[config.mk]
export PLATFORM = sky130hd
export DESIGN_NAME = pattern_loader
export DESIGN_NICKNAME = d
export VERILOG_FILES = /design/src/rtl/pattern_loader.sv
export SDC_FILE = /design/constraint.sdc
export NUM_CORES = 1
export LEC_CHECK = 0
export BUFFER_PORTS_ARGS = -buffer_cell sky130_fd_sc_hd__buf_2
export CORE_ASPECT_RATIO = 1.4
export CORE_MARGIN = 2
export CORE_UTILIZATION = 57
export DETAILED_ROUTE_END_ITERATION = 8
export MAX_ROUTING_LAYER = met4
export PLACE_DENSITY = 0.84
export SETUP_SLACK_MARGIN = 0.5
export SYNTH_ARGS = -nofsm -noshare
export SYNTH_HDL_FRONTEND = slang
export SYNTH_SLANG_ARGS = --single-unit
[constraint.sdc]
create_clock -name clk -period 5.8 [get_ports clk]
set_input_delay 1.16 -clock clk [delete_from_list [all_inputs] [get_ports clk]]
set_output_delay 1.16 -clock clk [all_outputs]
set_load 0.02 [all_outputs]
[src/rtl/pattern_loader.sv]
// Host-word loader that fills the pattern RAM and variable RAM and drives the output controller.
// Optional build macro: LOADER_CHECKSUM_EN adds a running 16-bit sum of the pattern words.
module pattern_loader (
    input  logic        clk,
    input  logic        reset,
    input  logic [15:0] rx_data,
    input  logic        rx_valid,
    output logic        rx_ready,
    output logic        ram_we,
    output logic [11:0] ram_waddr,
    output logic [31:0] ram_wdata,
    output logic        var_we,
    output logic [3:0]  var_waddr,
    output logic [31:0] var_wdata,
    input  logic        active_buffer,
    input  logic        preload,
    input  logic        active,
    output logic        ready,
    output logic        switch,
    output logic        start,
    output logic        stop,
    output logic [1:0]  sync,
    output logic        err,
    output logic [15:0] checksum
);

    typedef enum logic [2:0] {StHdr, StPatHi, StPatLo, StVarHi, StVarLo} state_e;

    state_e      state_q;
    logic        rdy_q;
    logic        preload_q;
    logic        active_q;
    logic        base_hi_q;
    logic [11:0] cnt_q;
    logic [10:0] idx_q;
    logic [15:0] hi_q;

    logic [3:0]  opcode;
    logic [11:0] arg;
    logic        hdr_stall;
    logic        xfer;
    logic [11:0] idx_next;
    logic        pat_last;

    assign opcode = rx_data[15:12];
    assign arg    = rx_data[11:0];

    // A load header may not start while a buffer switch is still pending.
    assign hdr_stall = (state_q == StHdr) && switch && rx_valid &&
                       (opcode == 4'h1 || opcode == 4'h2);
    assign rx_ready  = rdy_q && !hdr_stall;
    assign xfer      = rx_valid && rx_ready;
    assign idx_next  = {1'b0, idx_q} + 12'd1;
    assign pat_last  = (idx_next == cnt_q);

    always_ff @(posedge clk) begin
        if (!reset) begin
            state_q   <= StHdr;
            rdy_q     <= 1'b0;
            preload_q <= 1'b0;
            active_q  <= 1'b0;
            base_hi_q <= 1'b0;
            cnt_q     <= '0;
            idx_q     <= '0;
            hi_q      <= '0;
            ram_we    <= 1'b0;
            ram_waddr <= '0;
            ram_wdata <= '0;
            var_we    <= 1'b0;
            var_waddr <= '0;
            var_wdata <= '0;
            ready     <= 1'b0;
            switch    <= 1'b0;
            start     <= 1'b0;
            stop      <= 1'b0;
            sync      <= '0;
            err       <= 1'b0;
        end else begin
            ram_we    <= 1'b0;
            var_we    <= 1'b0;
            rdy_q     <= 1'b1;
            preload_q <= preload;
            active_q  <= active;

            if (preload && !preload_q) switch <= 1'b0;

            // Controller has been idle across a whole cycle: the stop request is complete.
            if (stop && !active && !active_q) begin
                stop   <= 1'b0;
                start  <= 1'b0;
                ready  <= 1'b0;
                switch <= 1'b0;
            end

            if (xfer) begin
                unique case (state_q)
                    StHdr: begin
                        case (opcode)
                            4'h0: ;
                            4'h1: begin
                                if (arg == 12'd0 || arg > 12'd2048) begin
                                    err <= 1'b1;
                                end else begin
                                    cnt_q     <= arg;
                                    idx_q     <= '0;
                                    base_hi_q <= !active_buffer;
                                    state_q   <= StPatHi;
                                end
                            end
                            4'h2: begin
                                var_waddr <= arg[3:0];
                                state_q   <= StVarHi;
                            end
                            4'h3: begin
                                if (!active)     ready  <= 1'b1;
                                else if (switch) err    <= 1'b1;
                                else             switch <= 1'b1;
                            end
                            4'h4: begin
                                sync  <= arg[1:0];
                                start <= 1'b1;
                            end
                            4'h5:    stop <= 1'b1;
                            default: err  <= 1'b1;
                        endcase
                    end
                    StPatHi: begin
                        hi_q    <= rx_data;
                        state_q <= StPatLo;
                    end
                    StPatLo: begin
                        ram_we    <= 1'b1;
                        ram_waddr <= {base_hi_q, idx_q};
                        ram_wdata <= {hi_q, rx_data};
                        rdy_q     <= 1'b0;
                        idx_q     <= idx_next[10:0];
                        state_q   <= pat_last ? StHdr : StPatHi;
                    end
                    StVarHi: begin
                        hi_q    <= rx_data;
                        state_q <= StVarLo;
                    end
                    StVarLo: begin
                        var_we    <= 1'b1;
                        var_wdata <= {hi_q, rx_data};
                        rdy_q     <= 1'b0;
                        state_q   <= StHdr;
                    end
                    default: state_q <= StHdr;
                endcase
            end
        end
    end

`ifdef LOADER_CHECKSUM_EN
    always_ff @(posedge clk) begin
        if (!reset) begin
            checksum <= '0;
        end else if (xfer) begin
            if (state_q == StHdr && opcode == 4'h1) checksum <= '0;
            else if (state_q == StPatHi || state_q == StPatLo) checksum <= checksum + rx_data;
        end
    end
`else
    assign checksum = 16'h0000;
`endif

endmodule

* Word level (Yosys, flattened, before mapping) *
Cells that the tools add are included.

cells by class
  bitwise logic cells = 2
  reductions and logical operators = 32
  eq/ne operators = 17
  add/subtract/negate cells = 1
  muxes and demuxes = 35
  magnitude comparators = 1

operator list
  operator                                                                  number
  1-bit two-way mux                                                         28
  11-bit two-way mux                                                        2
  11-bit one-hot mux with 2 select lines                                    1
  11-bit by 1-bit adder with 12-bit output (second input constant)          1
  12-bit == test                                                            1
  12-bit > comparator (second input constant)                               1
  12-bit logical NOT                                                        1
  3-bit one-hot mux with 4 select lines                                     1
  3-bit AND reduction                                                       3
  4-bit by 2-bit == test with 1-bit output (second input constant)          2
  4-bit by 3-bit == test with 1-bit output (second input constant)          2
  1-bit logical AND                                                         8
  2-bit AND reduction                                                       4
  4-bit AND reduction                                                       2
  3-bit by 2-bit == test with 1-bit output (second input constant)          2
  2-bit inequality test (second input constant)                             3
  3-bit one-hot mux with 2 select lines                                     1
  6-bit AND reduction                                                       1
  1-bit logical NOT                                                         5
  4-bit by 1-bit == test with 1-bit output (second input constant)          1
  4-bit logical NOT                                                         1
  2-bit by 1-bit inequality test with 1-bit output (second input constant)  2
  2-bit OR reduction                                                        2
  4-bit OR reduction                                                        1
  other kinds (10)                                                          12

word-level totals
  bits of input ports = 22
  output and inout port bits = 106
  flip-flop bits (word level) = 135

* Depth between registers and ports, before layout *
Gate-level depths: netlist (run 1).

  word-level depth = 9
  depth in mapped cells = 7
  gate-level depth less buffers = 6

* Worst setup path before layout (run 1) *
Ideal clock, no wire load.

  path kind = in2out
  start = in rx_data[12]
  end = out rx_ready
  arrival time = 2,101 ps
  stages on the path = 4
  setup slack = 2,539 ps
  buffers on the path = 1
  path through = clkbuf_1 xor2_1 and3_1 a31oi_1

on the way
  longest elaborated chain between the ends = 5
  elaborated cells on any way between the ends = 6

ends and longest elaborated chain
  element                                                                                               RTL line  source
  start, declared                                                                                       6         input logic [15:0] rx_data,
  4-bit by 1-bit == test with 1-bit output or 4-bit by 2-bit == test with 1-bit output (tied branches)  50        (opcode == 4'h1 || opcode == 4'h2);
  1-bit logical OR *                                                                                    50
  1-bit logical AND *                                                                                   49        assign hdr_stall = (state_q == StHdr) && switch && rx_valid &&
  1-bit logical NOT *                                                                                   51        assign rx_ready = rdy_q && !hdr_stall;
  1-bit logical AND *                                                                                   51
  end, declared                                                                                         8         output logic rx_ready,

Mark *: on every way between the ends. The rest lies on a longest branch, timed or not.

==> impl_metrics.py, run 1 <==
metrics = {
    "critical_path": {
        "worst_path_dominant_cell_family": "simple AND/OR/NAND/NOR gates",
        "critPathBufInv": 2,
        "timing.reg2reg.worst_path_depth": 5,
        "critical_path_cell_by_cell": "buf_2 > nor4bb_1 > nand2_1 > inv_2 > nand2_1 > a31oi_1",
        "critPathRequiredTime_ps": 6140,
        "data_arrival_critical_path_ps": 3740,
        "end_of_the_worst_register_to_register_path": "idx_q[6]$_SDFFE_PN0P_",
        "cpMaxStageDelayCell": "inv_2",
        "timing.critical_path.mode_cell": "nand2_1",
        "crit_path_max_incr_delay_ps": 770,
        "timing.rr.start": "state_q[1]$_SDFFE_PN0P_",
        "crit_end_element": "flop",
        "timing.critical_path.from_type": "input port",
        "timing.critical_path.fanout_max": 46,
        "rrSetupSlack_ps": 2970,
        "critical_path_class": "input port to flop",
    },
    "cts": {
        "clock_tree.root_cell": "clkbuf_16",
        "number_of_cts_inserted_buffers": 17,
        "postCtsSetupBuffers": 0,
        "worst_setup_hold_path_clk_slew_ps": 60,
        "clock_tree.htree_level_count": 4,
        "clock_sink_count": 135,
        "tritoncts": "built",
        "postCtsHoldBufs": 0,
        "clock_path_buffers": 2,
        "clock_insertion_delay_worst_skew_ps": 410,
        "post_cts_resized": 0,
    },
    "floorplan": {
        "die_span_x_um": 85.2,
        "starting_density_of_the_core_pct": 58.6,
        "floorplan.core_area_mm2": 0.00898,
        "row_count": 41,
        "dieArea_mm2": 0.0100,
        "boundaryPins": 128,
        "die_outline_height_um": 118,
    },
    "final_layout": {
        "post-route-util_pct": 70.0,
        "syn_to_final_growth_pct": 19.4,
        "drive_above_1_share_pct": 21.8,
        "finish.net_count": 696,
        "stdcell_area_mm2": 0.00628,
        "insertedDiodeCount": 0,
        "fillCellCount": 676,
    },
    "drt": {
        "drt_wl_total_um": 14100,
        "num_vias": 4630,
        "post-route-drc-count": 0,
        "vias_per_cell": 5.85,
        "drt_iter0_drc": 365,
        "ant_nets": 0,
        "avgRoutedWirePerCell_um": 17.8,
        "drt_first_pass_iters": 5,
    },
    "yosys": {
        "netlist_instances": 582,
        "ys_warn_count": 0,
        "synth_area_per_cell_um2": 9.04,
        "asyncSetResetFlopFracSynth_pct": 0,
        "synth.largest_area_cell": "dfxtp_1",
        "ys.flop_type": "dfxtp_1",
        "synth-edff-count": 0,
        "ys_seq_area_share_pct": 51.4,
        "flops_latches_synth": 135,
        "synth_top_cells_by_area": "dfxtp_1 51%, nand2_1 8.4%, a22o_1 7.0%",
        "synth_area_mm2": 0.00526,
        "synth_cell_types": 50,
        "yosys.area.top_type_share_pct": 51.4,
    },
    "worst_hold_path": {
        "timing.hold.worst_path_depth": 2,
        "worst_hold_path_type": "flop to flop",
        "hold_start": "var_wdata[25]$_SDFFE_PN0P_",
        "timing.hold.worst_endpoint": "var_wdata[25]$_SDFFE_PN0P_",
    },
    "grt": {
        "antenna_found_initial": 0,
        "grt_max_degree": 75,
        "grt_pass1_wl_um": 21700,
        "track_usage_pct": 28.3,
        "global_route.usage.met3_pct": 6.38,
        "grt_pass1_vias": 4364,
        "gr-usage-met1_pct": 30.7,
        "busiest_layer": "met2",
        "globalRouteOverflowTotal": 0,
        "grt.met2_usage_pct": 48.3,
    },
    "place": {
        "dpl_cell_area_mm2": 0.00575,
        "last_weighted_congestion_value_of_the_routability_driven_placer": 0.922,
        "detailedPlacementHpwl_um": 9460,
        "port_buffers": 111,
    },
    "timing": {
        "hold_viol_final": 0,
        "fin_worst_hold_slack_ps": 453,
        "achievable-frequency_mhz": 294,
        "fin_skew_ps": 6.21,
        "rsz0062_at_grt": "no",
        "worstMarginPinSlew_ps": 1220,
        "setup-violations-final": 0,
        "final.period_utilization_pct": 58.6,
        "min_cycle_time_layout_ps": 3400,
        "final.setup.tns_ps": 0,
        "finalMaxSlewViolations": 0,
        "timing.slew.headroom_pct": 18.3,
    },
    "run": {
        "maxCapViolCount": 0,
    },
    "power": {
        "power.static_leakage_nw": 2.63,
        "power.ir.vdd_worst_v": 0.000246,
        "power.density_cell_area_mw_per_mm2": 312,
    },
    "status": {
        "run_status": "finished clean",
    },
}
==> worst max path at each step <==
stage / from / endpoint / slack (ps) / cells past startpoint
5_1_grt: reset / idx_q[6]$_SDFFE_PN0P_ / 2140 / 6
3_5_place_dp: reset / idx_q[6]$_SDFFE_PN0P_ / 2080 / 6
6_report: reset / idx_q[6]$_SDFFE_PN0P_ / 2400 / 6
4_1_cts: reset / idx_q[6]$_SDFFE_PN0P_ / 2490 / 6
3_3_place_gp: reset / idx_q[6]$_SDFFE_PN0P_ / 2250 / 6
2_1_floorplan: rx_data[12] / rx_ready / 2540 / 4
==> cells by family after synthesis <==
group,after synthesis,synth area share (%)
AO/OA/AOI/OAI,134,17.1
XOR/XNOR,19,3.43
flip-flops,135,51.4
adder cells (fa/ha/maj),1,0.238
buffers and inverters,63,5.92
AND/OR/NAND/NOR,208,17.8
other,1,0.0713
multiplexers,21,4.00
==> registers in the layout (all words and copies together) (netlist names), 2 cells and up <==
register,count
ram_wdata,32
var_wdata,32
hi_q,16
sync,2
cnt_q,12
idx_q,11
var_waddr,4
ram_waddr,12
state_q,3
==> layout make-up <==
cell class	count	area (µm²)	share of cell area (%)
repair buffers	114	578	9.21
multi-input cells	399	2320	36.9
well taps	107	134	2.13
inverters	6	22.5	0.359
clock inverters	7	47.5	0.757
clock buffers	23	478	7.61
flip-flops and latches	135	2700	43.0
==> power breakdown <==
part | internal (mW) | switching, mW | leakage (nW)
clock network | 0.574 | 0.381 | 0.255
logic | 0.0160 | 0.0564 | 1.28
registers | 0.931 | 0.00282 | 1.09
==> per-layer routing <==
| metal | routed length (µm) | up-vias |
|---|---|---|
| li1 | - | 2163 |
| met1 | 5100 | 2188 |
| met2 | 7280 | 214 |
| met3 | 1090 | 65 |
| met4 | 619 | 0 |
| met5 | 0 | - |
==> placed cells by master, fill, tap and decap left out, drive strengths merged, types with 7 or more instances in the layout <==
cell / Yosys / final
buf: 25 / 114
clkbuf: 32 / 23
a22o: 42 / 42
dfxtp: 135 / 135
inv: 6 / 7
nor2: 37 / 37
and3: 7 / 7
nand2: 118 / 118
nor3: 8 / 8
conb: 1 / 16
o21ai: 10 / 10
a21oi: 57 / 57
xnor2: 11 / 11
xor2: 7 / 7
mux2i: 21 / 21
==> tightest hold or removal path: stages (launching register included) <==
cell	delay, ps
dfxtp_1	300
nand2_1	50
a21oi_1	50
==> cells in the mapped netlist (all sizes together), types with 3 or more instances <==
cell,number
nand4,4
a21oi,57
dfxtp,135
nor3b,3
xnor2,11
nor4,5
a22o,42
o21ai,10
and3,7
and4,4
buf,25
nor3,8
and2,5
nand2,118
o311ai,4
a31oi,5
nand3,4
or3,5
xor2,7
mux2i,21
inv,6
nor2,37
clkbuf,32
==> metrics by stage <==
step	std cells	power [mW]	setup WS, ps
floorplan	597	1.00	2540
global placement	761	1.02	2250
detailed placement	761	1.02	2080
CTS	791	1.96	2490
global route	791	2.00	2140
finish	791	1.96	2400
Note: power is estimated with default switching activity, not from simulation.
==> run 2, diff against run 1 <==
Settings changed: ABC_AREA set to 1, CORE_UTILIZATION 57 to 53, PLACE_DENSITY 0.84 to 0.79.
Clock period 5.8 ns to 3.35 ns, I/O delays scaled along.
==> run 2 against run 1 <==
  * Die area up 11%
  * Critical path depth increased by 1
  * Register-to-register slack lost 1800 ps
  * Area after synthesis is 3.4% higher
  * Synthesized cell count up 23%
  * Via count is 8.3% higher
  * Design area increased by 3.3%
  * Hold slack got worse by 4.8 ps
  * Sequential power is 75% higher
  * Cell count grew 22%
  * Clock skew is 2.1 ps higher
  * Combinational power rose by 150%
  * Critical path type is now flop to output pin
==> impl_metrics.py, run 2 <==
metrics = {
    "yosys": {
        "netlist_instances": 717,
        "ys.flop_type": "dfxtp_1",
        "yosys.area.top_type_share_pct": 49.7,
        "synth.largest_area_cell": "dfxtp_1",
        "ys_seq_area_share_pct": 49.7,
        "commonest_cells_in_the_netlist": "135 x dfxtp_1, 118 x nor2_1, 110 x nand2_1, 84 x a21oi_1, 71 x inv_1",
        "asyncSetResetFlopFracSynth_pct": 0,
        "synth-edff-count": 0,
        "synth_area_mm2": 0.00544,
        "yosysMostFrequentCell": "dfxtp_1",
        "synth_cell_types": 30,
        "synth_top_cells_by_area": "dfxtp_1 50%, nor2_1 8.1%, a21oi_1 7.7%",
        "flops_latches_synth": 135,
        "ys_warn_count": 0,
        "synth_area_per_cell_um2": 7.58,
    },
    "place": {
        "detailedPlacementHpwl_um": 9790,
        "port_buffers": 111,
        "dpl_cell_area_mm2": 0.00593,
        "dpl.cell_count": 934,
        "last_weighted_congestion_value_of_the_routability_driven_placer": 0.980,
        "pre_cts_ws_ps": 859,
    },
    "cts": {
        "postCtsSetupBuffers": 0,
        "worst_setup_hold_path_clk_slew_ps": 50,
        "clock_tree.root_cell": "clkbuf_16",
        "number_of_cts_inserted_buffers": 17,
        "tritoncts": "built",
        "clock_tree.htree_level_count": 4,
        "post_cts_resized": 0,
        "clock_path_buffers": 2,
        "clock_insertion_delay_worst_skew_ps": 420,
        "clock_sink_count": 135,
        "postCtsHoldBufs": 0,
    },
    "floorplan": {
        "row_count": 43,
        "die_span_x_um": 89.6,
        "starting_density_of_the_core_pct": 54.6,
        "dieArea_mm2": 0.0111,
        "floorplan.core_area_mm2": 0.00995,
        "die_outline_height_um": 124,
        "boundaryPins": 128,
    },
    "final_layout": {
        "finish.net_count": 841,
        "insertedDiodeCount": 0,
        "register_area_mm2": 0.00270,
        "fillCellCount": 846,
        "stdcell_area_mm2": 0.00648,
        "layout_commonest_cell": "dfxtp_1",
        "multi_input_area_mm2": 0.00218,
        "post-route-util_pct": 65.2,
        "instances_no_fill": 964,
        "syn_to_final_growth_pct": 19.3,
        "most_frequent_cells_in_the_layout": "135 x dfxtp_1, 118 x nor2_1, 111 x buf_2",
        "biggestRegsByFlops": "ram_wdata (32), var_wdata (32), hi_q (16)",
        "drive_above_1_share_pct": 18.9,
    },
    "timing": {
        "fin_worst_hold_slack_ps": 448,
        "setup-violations-final": 0,
        "finalMaxSlewViolations": 0,
        "timing.slew.headroom_pct": 47.5,
        "worstMarginPinSlew_ps": 787,
        "final.setup.worst_slack_ps": 1050,
        "achievable-frequency_mhz": 436,
        "fin_skew_ps": 8.30,
        "hold_viol_final": 0,
        "rsz0062_at_grt": "no",
        "min_cycle_time_layout_ps": 2300,
        "final.setup.tns_ps": 0,
        "final.period_utilization_pct": 68.5,
    },
    "drt": {
        "drt_wl_total_um": 13900,
        "vias_per_cell": 5.20,
        "drt_iter0_drc": 393,
        "post-route-drc-count": 0,
        "num_vias": 5014,
        "avgRoutedWirePerCell_um": 14.4,
        "ant_nets": 0,
        "drt_first_pass_iters": 5,
    },
    "critical_path": {
        "critical_path_cell_by_cell": "nor2_1 > nand2_2 > nor3_1 > nand2_1 > nand2_2 > inv_2 > buf_2",
        "timing.critical_path.from_type": "flop",
        "timing.critical_path.fanout_max": 5,
        "worst_path_dominant_cell_family": "simple AND/OR/NAND/NOR gates",
        "timing.critical_path.mode_cell": "nand2_2",
        "crit_end_element": "output pin",
        "critical_path_class": "flop to output pin",
        "critPathRequiredTime_ps": 2680,
        "cpMaxStageDelayCell": "dfxtp_1",
        "data_arrival_critical_path_ps": 1630,
        "critPathBufInv": 2,
        "crit_path_max_incr_delay_ps": 360,
    },
    "status": {
        "run_status": "finished clean",
    },
    "grt": {
        "grt_pass1_wl_um": 21900,
        "grt_pass1_vias": 4617,
        "globalRouteOverflowTotal": 0,
        "grt_max_degree": 47,
        "track_usage_pct": 26.8,
        "antenna_found_initial": 0,
    },
    "worst_hold_path": {
        "worst_hold_path_type": "flop to flop",
    },
    "power": {
        "power.static_leakage_nw": 2.92,
        "power.density_cell_area_mw_per_mm2": 552,
        "fin_total_pwr_mw": 3.58,
        "power.ir.vdd_worst_v": 0.000450,
    },
    "run": {
        "maxCapViolCount": 0,
    },
}
## run 2: cells by family (layout without fill, tap and decap cells)
kind of cell | after synthesis | after routing | synth area share, %
other | 1 | 16 | 0.0690
xor gates and xnor gates | 2 | 2 | 0.575
AOI/OAI and AO/OA | 174 | 174 | 16.4
adders and majority gates | 1 | 1 | 0.230
buffers and inverters | 123 | 220 | 11.3
and+or+nand+nor | 281 | 281 | 21.8
DFF | 135 | 135 | 49.7
## run 2: power breakdown
part           leakage (nW)  internal (mW)  total [mW]  switching [mW]
registers              1.09           1.62        1.63          0.0112
clock network         0.262           1.10        1.77           0.666
logic                  1.57         0.0433       0.178           0.134
total                  2.92           2.77        3.58           0.811
## run 2: per-layer routing
metal / GRT usage, % / vias up / wire length, µm
met5: - / - / 0
met4: 11.9 / 0 / 356
met3: 6.63 / 32 / 969
met2: 42.9 / 212 / 6950
met1: 31.7 / 2295 / 5600
li1: - / 2475 / -
## run 2: path summary, 6_finish.rpt
check	from	depth (start not counted)	slack (ps)	end
worst max register to register	state_q[1]$_SDFFE_PN0P_	9	1210	hi_q[0]$_SDFFE_PN0P_
worst max-delay path	state_q[0]$_SDFFE_PN0P_	7	1050	rx_ready
worst min-delay path	ram_waddr[8]$_SDFFE_PN0P_	2	450	ram_waddr[8]$_SDFFE_PN0P_
worst min register to register	ram_waddr[8]$_SDFFE_PN0P_	2	450	ram_waddr[8]$_SDFFE_PN0P_
## run 2: cell type report
class | instances | share of cell area (%)
clock buffer | 22 | 7.00
timing repair buffer | 115 | 9.22
sequential | 135 | 41.7
inverter | 75 | 4.34
multi-input combinational | 474 | 33.6
clock inverter | 8 | 1.56
tap | 135 | 2.60
## run 2: tightest hold or removal path, stage by stage, from the launching register on
cell and delay, ps:
dfxtp_1 320, nand2_1 50, o21ai_0 50
